--- src/rtl/uart_tx_mmio_pkg.sv ---
// Shared types and constants for the memory-mapped UART transmitter:
// FSM states, register offsets and STATUS/CTRL bit positions.
package uart_tx_pkg;

   typedef enum logic [1:0] {
      ST_IDLE  = 2'd0,
      ST_START = 2'd1,
      ST_DATA  = 2'd2,
      ST_STOP  = 2'd3
   } tx_state_t;

   localparam logic [1:0] REG_TXDATA = 2'd0;
   localparam logic [1:0] REG_STATUS = 2'd1;
   localparam logic [1:0] REG_CTRL   = 2'd2;

   localparam int STAT_FULL  = 0;
   localparam int STAT_EMPTY = 1;
   localparam int STAT_BUSY  = 2;
   localparam int STAT_OVF   = 3;
   localparam int STAT_CNT   = 4;

   localparam int CTRL_EN     = 0;
   localparam int CTRL_IRQ_EN = 1;

endpackage

--- src/rtl/uart_tx_mmio_if.sv ---
// Processor data-port view of the UART peripheral: store/load strobes,
// address and write data in, read data and address-hit select out.
interface uart_tx_mmio_if;

   logic        MemWrite;
   logic        MemRead;
   logic [31:0] ALUResult;
   logic [31:0] WriteData;
   logic [31:0] rd_data;
   logic        sel;

   modport master (
      output MemWrite, MemRead, ALUResult, WriteData,
      input  rd_data, sel
   );

   modport slave (
      input  MemWrite, MemRead, ALUResult, WriteData,
      output rd_data, sel
   );

endinterface

--- src/rtl/uart_tx_mmio_sync_fifo.sv ---
// Single-clock FIFO with same-cycle push/pop; a push at full is accepted
// only when a pop happens in the same cycle, a pop at empty is ignored.
module sync_fifo #(
   parameter  int WIDTH = 8,
   parameter  int DEPTH = 8,
   localparam int AW    = $clog2(DEPTH),
   localparam int CW    = AW + 1
) (
   input  logic             clk,
   input  logic             reset_n,
   input  logic             push,
   input  logic             pop,
   input  logic [WIDTH-1:0] din,
   output logic [WIDTH-1:0] dout,
   output logic             full,
   output logic             empty,
   output logic [CW-1:0]    count
);

   logic [WIDTH-1:0] mem [DEPTH];
   logic [AW-1:0]    wr_ptr;
   logic [AW-1:0]    rd_ptr;
   logic             do_push;
   logic             do_pop;

   assign full    = (count == CW'(DEPTH));
   assign empty   = (count == '0);
   assign do_push = push & (~full | pop);
   assign do_pop  = pop & ~empty;
   assign dout    = mem[rd_ptr];

   always_ff @(posedge clk) begin
      if (!reset_n) begin
         wr_ptr <= '0;
         rd_ptr <= '0;
         count  <= '0;
      end else begin
         if (do_push) wr_ptr <= wr_ptr + AW'(1);
         if (do_pop)  rd_ptr <= rd_ptr + AW'(1);
         count <= count + CW'(do_push) - CW'(do_pop);
      end
   end

   // Storage carries no reset; only the pointers define validity.
   always_ff @(posedge clk) begin
      if (do_push) mem[wr_ptr] <= din;
   end

endmodule

--- src/rtl/uart_tx_mmio.sv ---
// Memory-mapped 8N1 UART transmitter with TX FIFO, STATUS and CTRL registers.
// Define UART_TX_IRQ_EN to implement CTRL.irq_en and the transmit-done irq.
module uart_tx_mmio
   import uart_tx_pkg::*;
#(
   parameter int          CLKS_PER_BIT = 16,
   parameter int          FIFO_DEPTH   = 8,
   parameter logic [31:0] BASE_ADDR    = 32'h0000_0400
) (
   input  logic           clk,
   input  logic           reset_n,
   uart_tx_mmio_if.slave  bus,
   output logic           tx,
   output logic           irq
);

   localparam int CNT_W   = $clog2(CLKS_PER_BIT);
   localparam int FIFO_CW = $clog2(FIFO_DEPTH) + 1;

   tx_state_t            state;
   logic [CNT_W-1:0]     clk_cnt;
   logic [2:0]           bit_idx;
   logic [7:0]           shift_reg;
   logic                 enable;
   logic                 irq_en;
   logic                 ovf;

   logic                 sel_c;
   logic [1:0]           reg_off;
   logic                 wr_c;
   logic                 push;
   logic                 pop;
   logic                 bit_done;
   logic                 busy;
   logic [7:0]           fifo_dout;
   logic                 fifo_full;
   logic                 fifo_empty;
   logic [FIFO_CW-1:0]   fifo_count;
   logic [7:0]           cnt_ext;
   logic [31:0]          status_word;
   logic [31:0]          ctrl_word;
   logic [31:0]          rd_data_c;
   logic                 unused_bits;

   assign sel_c   = (bus.ALUResult[31:4] == BASE_ADDR[31:4]);
   assign reg_off = bus.ALUResult[3:2];
   assign wr_c    = sel_c & bus.MemWrite;
   assign push    = wr_c & (reg_off == REG_TXDATA);

   assign bit_done = (clk_cnt == CNT_W'(CLKS_PER_BIT - 1));
   assign busy     = (state != ST_IDLE);
   // Pops happen on leaving IDLE or at the last cycle of a stop bit.
   assign pop      = enable & ~fifo_empty &
                     ((state == ST_IDLE) | ((state == ST_STOP) & bit_done));

   sync_fifo #(.WIDTH(8), .DEPTH(FIFO_DEPTH)) u_fifo (
      .clk     (clk),
      .reset_n (reset_n),
      .push    (push),
      .pop     (pop),
      .din     (bus.WriteData[7:0]),
      .dout    (fifo_dout),
      .full    (fifo_full),
      .empty   (fifo_empty),
      .count   (fifo_count)
   );

   always_ff @(posedge clk) begin
      if (!reset_n) begin
         enable <= 1'b1;
         ovf    <= 1'b0;
      end else begin
         if (push & fifo_full & ~pop)
            ovf <= 1'b1;
         else if (wr_c & (reg_off == REG_STATUS) & bus.WriteData[STAT_OVF])
            ovf <= 1'b0;
         if (wr_c & (reg_off == REG_CTRL))
            enable <= bus.WriteData[CTRL_EN];
      end
   end

`ifdef UART_TX_IRQ_EN
   always_ff @(posedge clk) begin
      if (!reset_n) begin
         irq_en <= 1'b0;
         irq    <= 1'b0;
      end else begin
         if (wr_c & (reg_off == REG_CTRL))
            irq_en <= bus.WriteData[CTRL_IRQ_EN];
         irq <= irq_en & fifo_empty & ~busy;
      end
   end
`else
   assign irq_en = 1'b0;
   assign irq    = 1'b0;
`endif

   // Serialiser: tx is registered and updated on the same edge as the state.
   always_ff @(posedge clk) begin
      if (!reset_n) begin
         state   <= ST_IDLE;
         clk_cnt <= '0;
         bit_idx <= '0;
         tx      <= 1'b1;
      end else begin
         case (state)
            ST_IDLE: begin
               if (pop) begin
                  state     <= ST_START;
                  shift_reg <= fifo_dout;
                  clk_cnt   <= '0;
                  tx        <= 1'b0;
               end
            end
            ST_START: begin
               if (bit_done) begin
                  state   <= ST_DATA;
                  clk_cnt <= '0;
                  bit_idx <= '0;
                  tx      <= shift_reg[0];
               end else begin
                  clk_cnt <= clk_cnt + CNT_W'(1);
               end
            end
            ST_DATA: begin
               if (bit_done) begin
                  clk_cnt <= '0;
                  bit_idx <= bit_idx + 3'd1;
                  if (bit_idx == 3'd7) begin
                     state <= ST_STOP;
                     tx    <= 1'b1;
                  end else begin
                     shift_reg <= {1'b0, shift_reg[7:1]};
                     tx        <= shift_reg[1];
                  end
               end else begin
                  clk_cnt <= clk_cnt + CNT_W'(1);
               end
            end
            ST_STOP: begin
               if (bit_done) begin
                  clk_cnt <= '0;
                  if (pop) begin
                     state     <= ST_START;
                     shift_reg <= fifo_dout;
                     tx        <= 1'b0;
                  end else begin
                     state <= ST_IDLE;
                  end
               end else begin
                  clk_cnt <= clk_cnt + CNT_W'(1);
               end
            end
            default: state <= ST_IDLE;
         endcase
      end
   end

   assign cnt_ext = 8'(fifo_count);

   always_comb begin
      status_word                  = '0;
      status_word[STAT_FULL]       = fifo_full;
      status_word[STAT_EMPTY]      = fifo_empty;
      status_word[STAT_BUSY]       = busy;
      status_word[STAT_OVF]        = ovf;
      status_word[STAT_CNT +: 4]   = cnt_ext[3:0];
      ctrl_word                    = '0;
      ctrl_word[CTRL_EN]           = enable;
      ctrl_word[CTRL_IRQ_EN]       = irq_en;
   end

   always_comb begin
      rd_data_c = '0;
      if (sel_c & bus.MemRead) begin
         case (reg_off)
            REG_STATUS: rd_data_c = status_word;
            REG_CTRL:   rd_data_c = ctrl_word;
            default:    rd_data_c = '0;
         endcase
      end
   end

   assign bus.rd_data = rd_data_c;
   assign bus.sel     = sel_c;

   assign unused_bits = ^{bus.ALUResult[1:0], bus.WriteData[31:8], cnt_ext[7:4]};

endmodule

--- src/flat_wrapper.sv ---
// flat-port wrapper written by rule: the top's interface ports become plain ports
module uart_tx_mmio_flat import uart_tx_pkg::*;
#(
   parameter int          CLKS_PER_BIT = 16,
   parameter int          FIFO_DEPTH   = 8,
   parameter logic [31:0] BASE_ADDR    = 32'h0000_0400
)
  (clk, reset_n, tx, irq, bus_MemWrite, bus_MemRead, bus_ALUResult, bus_WriteData, bus_rd_data, bus_sel);
  uart_tx_mmio_if bus_i ();
  input  logic clk;
  input  logic reset_n;
  output logic tx;
  output logic irq;
  input wire logic [$bits(bus_i.MemWrite)-1:0] bus_MemWrite;
  input wire logic [$bits(bus_i.MemRead)-1:0] bus_MemRead;
  input wire logic [$bits(bus_i.ALUResult)-1:0] bus_ALUResult;
  input wire logic [$bits(bus_i.WriteData)-1:0] bus_WriteData;
  output wire logic [$bits(bus_i.rd_data)-1:0] bus_rd_data;
  output wire logic [$bits(bus_i.sel)-1:0] bus_sel;
  assign bus_i.MemWrite = bus_MemWrite;
  assign bus_i.MemRead = bus_MemRead;
  assign bus_i.ALUResult = bus_ALUResult;
  assign bus_i.WriteData = bus_WriteData;
  assign bus_rd_data = bus_i.rd_data;
  assign bus_sel = bus_i.sel;
  uart_tx_mmio #(.CLKS_PER_BIT(CLKS_PER_BIT), .FIFO_DEPTH(FIFO_DEPTH), .BASE_ADDR(BASE_ADDR)) u_core (.clk(clk), .reset_n(reset_n), .bus(bus_i), .tx(tx), .irq(irq));
endmodule
--- config.mk ---
export PLATFORM = sky130hd
export DESIGN_NAME = uart_tx_mmio_flat
export DESIGN_NICKNAME = d
export VERILOG_FILES = /design/src/rtl/uart_tx_mmio_pkg.sv /design/src/rtl/uart_tx_mmio_if.sv /design/src/rtl/uart_tx_mmio_sync_fifo.sv /design/src/rtl/uart_tx_mmio.sv /design/src/flat_wrapper.sv
export SDC_FILE = /design/constraint.sdc
export NUM_CORES = 1
export LEC_CHECK = 0
export CORE_MARGIN = 8
export CORE_UTILIZATION = 46
export CTS_BUF_LIST = sky130_fd_sc_hd__clkbuf_16
export DETAILED_ROUTE_END_ITERATION = 8
export PLACE_DENSITY = 0.77
export SYNTH_ARGS = -nofsm -noshare
export SYNTH_HDL_FRONTEND = slang
export SYNTH_SLANG_ARGS = --single-unit
--- constraint.sdc ---
create_clock -name clk -period 2.2 [get_ports clk]
set_input_delay 0.22 -clock clk [delete_from_list [all_inputs] [get_ports clk]]
set_output_delay 0.22 -clock clk [all_outputs]
set_load 0.05 [all_outputs]
==> results summary, run 1 <==
The flow ran to the end, but the final reports show violations. The checks that failed: negative setup slack. In this run the number of H-tree levels came out at 3. The post-route clock period utilization came out at 103%.

The number of DRC markers after the initial detailed-route iteration is 175. The total of flip-flops plus latches after synthesis is 97. Measured along the y axis, the die boundary spans 116 um.

The HPWL after detailed placement is 7.27 mm. The slack of the critical path came out at -65.5 ps. The routed wire length on met3 came out at 508 um. After technology mapping, the gate count stands at between 300 and 400. The post-synthesis compound-gate area fraction is 5.67%.

The combinational share of power is 38.9%. For this design the total switching power over the nets is 0.00200 W. The initial antenna violation count is 0. The number of filler cells placed in the layout came out at 715.

In the final layout, the share of cells above drive strength 1 is 34.0%. Headroom to the max-slew limit came out at 61.4%. STA classifies the critical path startpoint as a primary input. The area growth from synthesis to layout is 35.4%.

In this run switching power makes up 32.3% of total power. The number of endpoints failing setup at the final stage is 6. The number of max-slew violations in the final report is 0. The number of sinks handled by clock tree synthesis came out at 97. The post-synth design cell area came out at 4630 um2. The async set or reset register ratio after synthesis is 0%. In the synthesized netlist the dominant register cell turns out to be edfxtp_1.

Entering global routing, the biggest net connects 20 pins. The number of global-route vias before repair came out at approximately 3200. After clock tree synthesis, the clock-pin slew on the worst setup and hold paths is 70 ps.

In the post-synthesis netlist, the biggest area contributors are edfxtp_1, dfxtp_1, mux4_2. The fmax is 441 MHz. Buffers inserted to repair hold after CTS numbered 0. In this run the worst hold path is classified as flip-flop to flip-flop. Setup repair after global routing could not meet its margin everywhere. After detailed routing, the met2 layer carries about 5.6 mm of wire. The critical path is of the primary input to flip-flop type.

For this design the static power due to leakage is ~2.3 nW. The initial utilization of the core area, before any placement, comes to 47.4%. The number of top-level design ports came out at 103. The congestion estimate from routability-driven global placement came to 0.827. CTS placed an instance of clkbuf_16 at the clock tree root. The wire length reported by the detailed router came out at 10.5 mm. The final clock skew is 9.44 ps. The number of endpoints with negative hold slack in the final report came out at 0. The die area is 13500 um2. The top cell type by area accounts for 46.7% of the synthesized area. Of the total synthesized cell area, the portion taken by full adders, half adders and majority gates is 5.83%. Per report_power, the clock group accounts for 23.9% of the total. The number of DRC violations after detailed routing came out at 0. In this run the standard cell core region covers roughly 10000 um2. Measured along the x axis, the die boundary spans 116 um. The worst supply voltage drop on vdd is 0.536 mV.

During synthesis, Yosys emitted a total of 0 warnings. After detailed routing, no signal wire sits above met4. The clock passes through at most 2 buffers.

The routed metal-1 wire length came out at 4.16 mm. The xor-xnor portion of the synthesized cell area came out at 0.756%. 0 antenna diodes ended up in the layout. The clock period minus final worst setup slack is 2270 ps. The initialized floorplan defines 36 standard-cell rows. The simple-gate share of the synthesized area came out at 13.0%. The multiplexer area fraction after synthesis came out at 9.94%.

The final non-filler cell area is 6270 um2. For the pin with the worst max-slew slack, the measured transition is just under 600 ps. For the worst setup path, the data arrival time is 2480 ps. The sum of overflow across all layers after global routing is 0. Of all nets on the critical path, the largest fanout is 2. The biggest area contributor in the post-synthesis netlist is edfxtp_1.

The total cell area at the placement stage came out at between 5000 and 6000 um2. The distinct cell type count of the synthesized netlist is 57. The post-layout net count is 546.

The number of detailed-routing iterations run before antenna repair is 6. The required time at the endpoint of the critical path came out at approximately 2400 ps. The clock tree from TritonCTS is yes.

The flip-flop count of the largest register after layout is 64. Dividing the detail-routed via count by the number of cells gives 5.17. The average detailed-routed wire length per instance is 17.6 um. Internal power comes to 0.00418 W. The synthesized area per cell came out at 13.4 um2. Global routing used 16.0% of the available tracks across all layers. The first-pass GRT wire length is 16.1 mm. The reported max-cap violation count is 0. The residual antenna-violating net count after detailed routing is 0. During placement, the flow inserted port buffers numbering 51. The sequential area share after synthesis came out at between 50 and 60%. STA classifies the critical path endpoint as a flip-flop. The source-to-sink clock delay at the later pin of the worst-skew pair came out at 340 ps.

Once placement completed, the tool counted placed cells totaling 566. The total power divided by cell area is 985 nW/um2. The post-route non-filler standard cell count came out at between 500 and 600.

The combinational family with the most area after synthesis is simple AND/OR/NAND/NOR gates. The detailed router placed 3076 vias in this run. The number of enable-type register cells in the synthesized netlist is 72. The share of total power in sequential cells is 37.2%. Counting the buffers created by CTS gives 9.
power by group through the flow:
stage	Clock (W)	Sequential [W]	Combinational (W)
4_1_cts	0.00151	0.00230	0.00237
3_5_place_dp	0	0.00233	0.00222
2_1_floorplan	0	0.00233	0.00157
3_3_place_gp	0	0.00232	0.00214
5_1_grt	0.00158	0.00231	0.00264
6_report	0.00148	0.00230	0.00241
final cells by class:
type / count / area (um2) / share of cell area [%]
Sequential cell: 97 / 2670 / 42.6
Multi-Input combinational cell: 215 / 1970 / 31.3
Timing Repair Buffer: 115 / 1110 / 17.7
Clock buffer: 9 / 225 / 3.59
Tap cell: 133 / 166 / 2.65
Inverter: 19 / 76.3 / 1.22
Clock inverter: 7 / 58.8 / 0.937
synth_stat cells (all sizes together), types with 2 or more instances:
master / number
a211oi: 3
a21oi: 10
a31o: 2
a32oi: 2
and2: 2
and3: 3
and4: 2
buf: 35
clkbuf: 5
dfxtp: 25
edfxtp: 72
ha: 20
inv: 19
mux2i: 10
mux4: 16
nand2: 22
nand3: 4
nand4: 4
nor2: 17
nor3: 10
nor3b: 2
nor4: 16
nor4b: 2
o21ai: 13
o31ai: 2
or3b: 2
or4: 3
xnor2: 2
xor2: 2
worst max-delay path, cell delays in order:
cell             delay, ps
clkdlybuf4s50_1        440
nor4_4                 400
and4_2                 330
nand3_4                100
ha_4                   290
inv_4                   30
ha_4                   150
a21o_1                 180
a21oi_2                150
xnor2_1                130
nor2_1                  60
placed cells by master (no fill, tap or decap), types with 5 or more instances in the layout:
cell type,Yosys,layout
a21oi_1,10,9
buf_12,0,10
buf_4,26,63
clkbuf_16,0,9
clkdlybuf4s50_1,0,26
conb_1,1,25
dfxtp_1,25,19
dfxtp_2,0,6
dlygate4sd2_1,0,6
dlymetal6s2s_1,0,10
edfxtp_1,72,72
ha_1,20,14
inv_1,19,12
inv_2,0,5
mux2i_1,10,10
mux4_2,16,16
nand2_1,22,22
nor2_1,17,17
nor3_1,10,6
nor4_2,1,8
nor4_4,3,7
o21ai_0,13,13
logic make-up after synthesis:
kind of cell | count (synthesis)
flip-flops | 97
AND/OR/NAND/NOR | 97
buffers and inverters | 59
AO/OA/AOI/OAI | 41
multiplexers | 26
adder cells (fa/ha/maj) | 21
XOR/XNOR | 4
other | 1
metal layers:
| layer | track usage, % | vias up |
|---|---|---|
| li1 | - | 1477 |
| met1 | 17.8 | 1505 |
| met2 | 29.3 | 81 |
| met3 | 3.57 | 13 |
| met4 | 5.53 | 0 |
| met5 | 0 | - |
stage by stage:
| step | utilization [%] | TNS (ps) | hold slack, ps | power (W) | setup WS (ps) |
|---|---|---|---|---|---|
| 2_1_floorplan | - | -1050 | 298 | 0.00390 | -171 |
| 3_3_place_gp | 59.1 | -5210 | 454 | 0.00446 | -290 |
| 3_5_place_dp | 59.1 | -7640 | 460 | 0.00455 | -330 |
| 4_1_cts | 63.1 | -10.1 | 478 | 0.00618 | -10.1 |
| 5_1_grt | 64.2 | -1470 | 508 | 0.00653 | -145 |
| 6_report | 64.2 | -180 | 476 | 0.00618 | -65.5 |
what timing repair did:
action / 4_1_cts / 5_1_grt
endpoints found under the setup margin: 12 / 37
setup buffers: 9 / 3
pin swaps: 9 / 10
gates resized for setup: 16 / 22
gates cloned: 1 / 0
final timing paths:
path                                startpoint                                end  slack, ps  depth (start not counted)
setup reg to reg  u_core.state[1]$_SDFFE_PN0P_  u_core.u_fifo.count[1]$_SDFF_PN0_        -10                         11
hold / removal          u_core.tx$_SDFFE_PN1P_             u_core.tx$_SDFFE_PN1P_        480                          1
setup / recovery             bus_ALUResult[19]  u_core.u_fifo.count[3]$_SDFF_PN0_        -70                         11
hold reg to reg         u_core.tx$_SDFFE_PN1P_             u_core.tx$_SDFFE_PN1P_        480                          1
Power figures use the tool's default switching activity.
==> run 2, diff against run 1 <==
CORE_MARGIN = unset   (was 8)
==> results summary, run 2 (synthesized netlist as in run 1, its figures left out) <==
The pre-CTS setup slack came out at -328 ps (+2.27 ps). The core area came out at 9770 um2 (unchanged). The minimum hold slack came to 485 ps (+9.35 ps). The number of global-route vias before repair was 3138 (-0.48%). The number of standard-cell rows in the floorplan is 36 (unchanged). The half-perimeter wire length of the detailed placement result is 6.70 mm (-7.8%). The fraction of layout cells with a size suffix above 1 is 34.0% (about the same). The source-to-sink clock delay at the later pin of the worst-skew pair came out at 350 ps (about the same). The reported max-cap violation count came out at 0 (unchanged). The clock input transition at the sequential cells of the worst setup and hold paths is 70 ps (about the same).

The total global-route track usage came out at 20.1% (+4.1 points). The total power of the final layout came out at 0.00619 W (about the same). The maximum number of pins on one net before global-route repair was 20 (unchanged).

The number of top-level design ports is 103 (unchanged). The path with the worst hold slack has its endpoint at u_core.tx$_SDFFE_PN1P_. The final reports fail on negative setup slack.

The number of sinks handled by clock tree synthesis is 97 (unchanged). The setup slack of the worst register-to-register path came out at 0 ps (about the same). STA classifies the critical path startpoint as a primary input. The height of the die is 102 um (-12%).

The slack of the critical path came out at -56.3 ps (+9.20 ps). The worst register-to-register path ends at u_core.u_fifo.count[1]$_SDFF_PN0_. The worst supply voltage drop on vdd is 0.597 mV (+11%). The top cell types in the final layout, fill and taps aside, are edfxtp_1, buf_4, conb_1, clkdlybuf4s50_1, nand2_1.

The total power divided by cell area came to 984 nW/um2 (about the same). The leakage power total is 2.35 nW (+0.15%). The number of detailed-routing iterations run before antenna repair is 4 (-2). The relative max-transition margin came out at 62.3% (+0.84 points). The number of buffers on the longest clock path was 2 (unchanged). The wire length reported by the detailed router came to 10.2 mm (-2.5%). The flow ran to the end, but the final reports show violations. The number of max-slew violations in the final report came out at 0 (unchanged).

The number of endpoints with negative hold slack in the final report is 0 (unchanged). The post-layout net count is 543 (-0.55%). The path class of the tightest hold or removal check is flip-flop to flip-flop. The area growth from synthesis to final layout came out at 35.6%.

The number of DRC violations after detailed routing came out at 0 (unchanged). The number of endpoints failing setup at the final stage is 5 (-1). The worst reg2reg path startpoint is u_core.u_fifo.count[2]$_SDFF_PN0_.

The die area came to 10500 um2 (-23%). The utilization of the core after routing came out at 64.3% (+0.12 points). The number of DRC markers after the initial detailed-route iteration came out at 144 (-18%). The endpoint arrival time on the critical path came out at 2500 ps (+20 ps). The actual transition at the worst max-transition pin is 565 ps (-12.6 ps).

The post-route clock period utilization is 103% (-0.42 points). The total clock buffers created by CTS is 9 (unchanged). The summed negative setup slack over all endpoints came out at -137 ps (+42.9 ps). The H-tree depth came to 3 (unchanged). Setup repair after global routing could not meet its margin everywhere. The number of filler cells placed in the layout is 694 (-2.9%). The first-pass GRT wire length came out at 15.4 mm (-4.7%). The flip-flop count of the largest register after layout came out at 64 (unchanged). The initial antenna violation count came to 1 (+1). The tree is rooted in a clkbuf_16. The sum of overflow across all layers after global routing is 0 (unchanged).

The clock tree from TritonCTS is yes. The average via count per standard cell is 5.28 (+2.2%). The hold-fix buffer count after cts came out at 0 (unchanged). The clock period minus final worst setup slack is 2260 ps (-9.20 ps). The residual antenna-violating net count after detailed routing came to 0 (unchanged).

The count of port buffers added during placement came out at 51 (unchanged). The average detailed-routed wire length per instance came to 17.2 um (-2.2%). The fmax came out at 443 MHz (+0.41%).

The worst hold path begins at u_core.tx$_SDFFE_PN1P_. The floorplan die width is 102 um (-12%). The required time at the endpoint of the critical path came out at 2440 ps (+20 ps). The final clock skew came to 8.12 ps (-1.32 ps). The weighted congestion reported at the end of routability-driven placement came out at 0.789 (-4.7%). The logic depth of the worst register-to-register path came out at 10 (-1). The number of cells traversed by the worst hold path came to 1 (unchanged). The critical path capture point type is a flip-flop. The via count is 3132 (+1.8%). The commonest non-fill, non-tap cell in the layout is edfxtp_1. The worst setup path is of the primary input to flip-flop kind. The starting density of the core was 47.4% (unchanged). The maximum fanout along the worst path is 2 (unchanged).
==> run 2: metal layers <==
metal	global-route usage, %	routed length (um)	vias to the layer above
met5	0	0	-
met1	24.4	4180	1565
li1	-	-	1484
met3	4.24	301	15
met4	8.02	185	0
met2	35.0	5560	68
==> run 2: through the flow <==
step | area [um2] | instances
floorplan | 4870 | 370
global placement | 5770 | 566
detailed placement | 5770 | 566
CTS | 6190 | 587
global route | 6280 | 593
finish | 6280 | 593
==> run 2: what timing repair did <==
item,in CTS,in global routing
gates cloned,1,0
buffers inserted,4,5
pin swaps,8,14
setup endpoints to repair,12,27
resized for setup,26,17
==> run 2: area by class of cell <==
cell class	count	area, um2	area share (%)
Tap cell	133	166	2.65
Multi-Input combinational cell	215	1990	31.6
Clock buffer	9	225	3.58
Inverter	19	73.8	1.17
Timing Repair Buffer	112	1090	17.3
Antenna cell	1	2.50	0.0398
Sequential cell	97	2670	42.5
Clock inverter	7	71.3	1.13
==> run 2: worst max-delay path: stages <==
cell and delay, ps:
clkdlybuf4s50_1 480, nor4_4 400, and4_4 320, nand3_4 90, ha_4 220, inv_2 60, ha_4 120, inv_2 30
fa_2 510, nor2_1 40
==> run 2: how the worst max path moves through the flow <==
stage	start	endpoint	cells after the start
2_1_floorplan	bus_ALUResult[20]	bus_rd_data[3]	5
3_3_place_gp	bus_ALUResult[6]	u_core.u_fifo.count[1]$_SDFF_PN0_	10
3_5_place_dp	bus_ALUResult[6]	u_core.u_fifo.count[1]$_SDFF_PN0_	10
4_1_cts	u_core.u_fifo.count[2]$_SDFF_PN0_	u_core.u_fifo.count[1]$_SDFF_PN0_	10
5_1_grt	bus_ALUResult[26]	u_core.u_fifo.count[1]$_SDFF_PN0_	10
6_report	bus_ALUResult[26]	u_core.u_fifo.count[1]$_SDFF_PN0_	10
==> run 2: power by group <==
| part | internal (W) | switching, W |
|---|---|---|
| Combinational | 0.00116 | 0.00118 |
| Sequential | 0.00219 | 0.000110 |
| Clock | 0.000803 | 0.000743 |
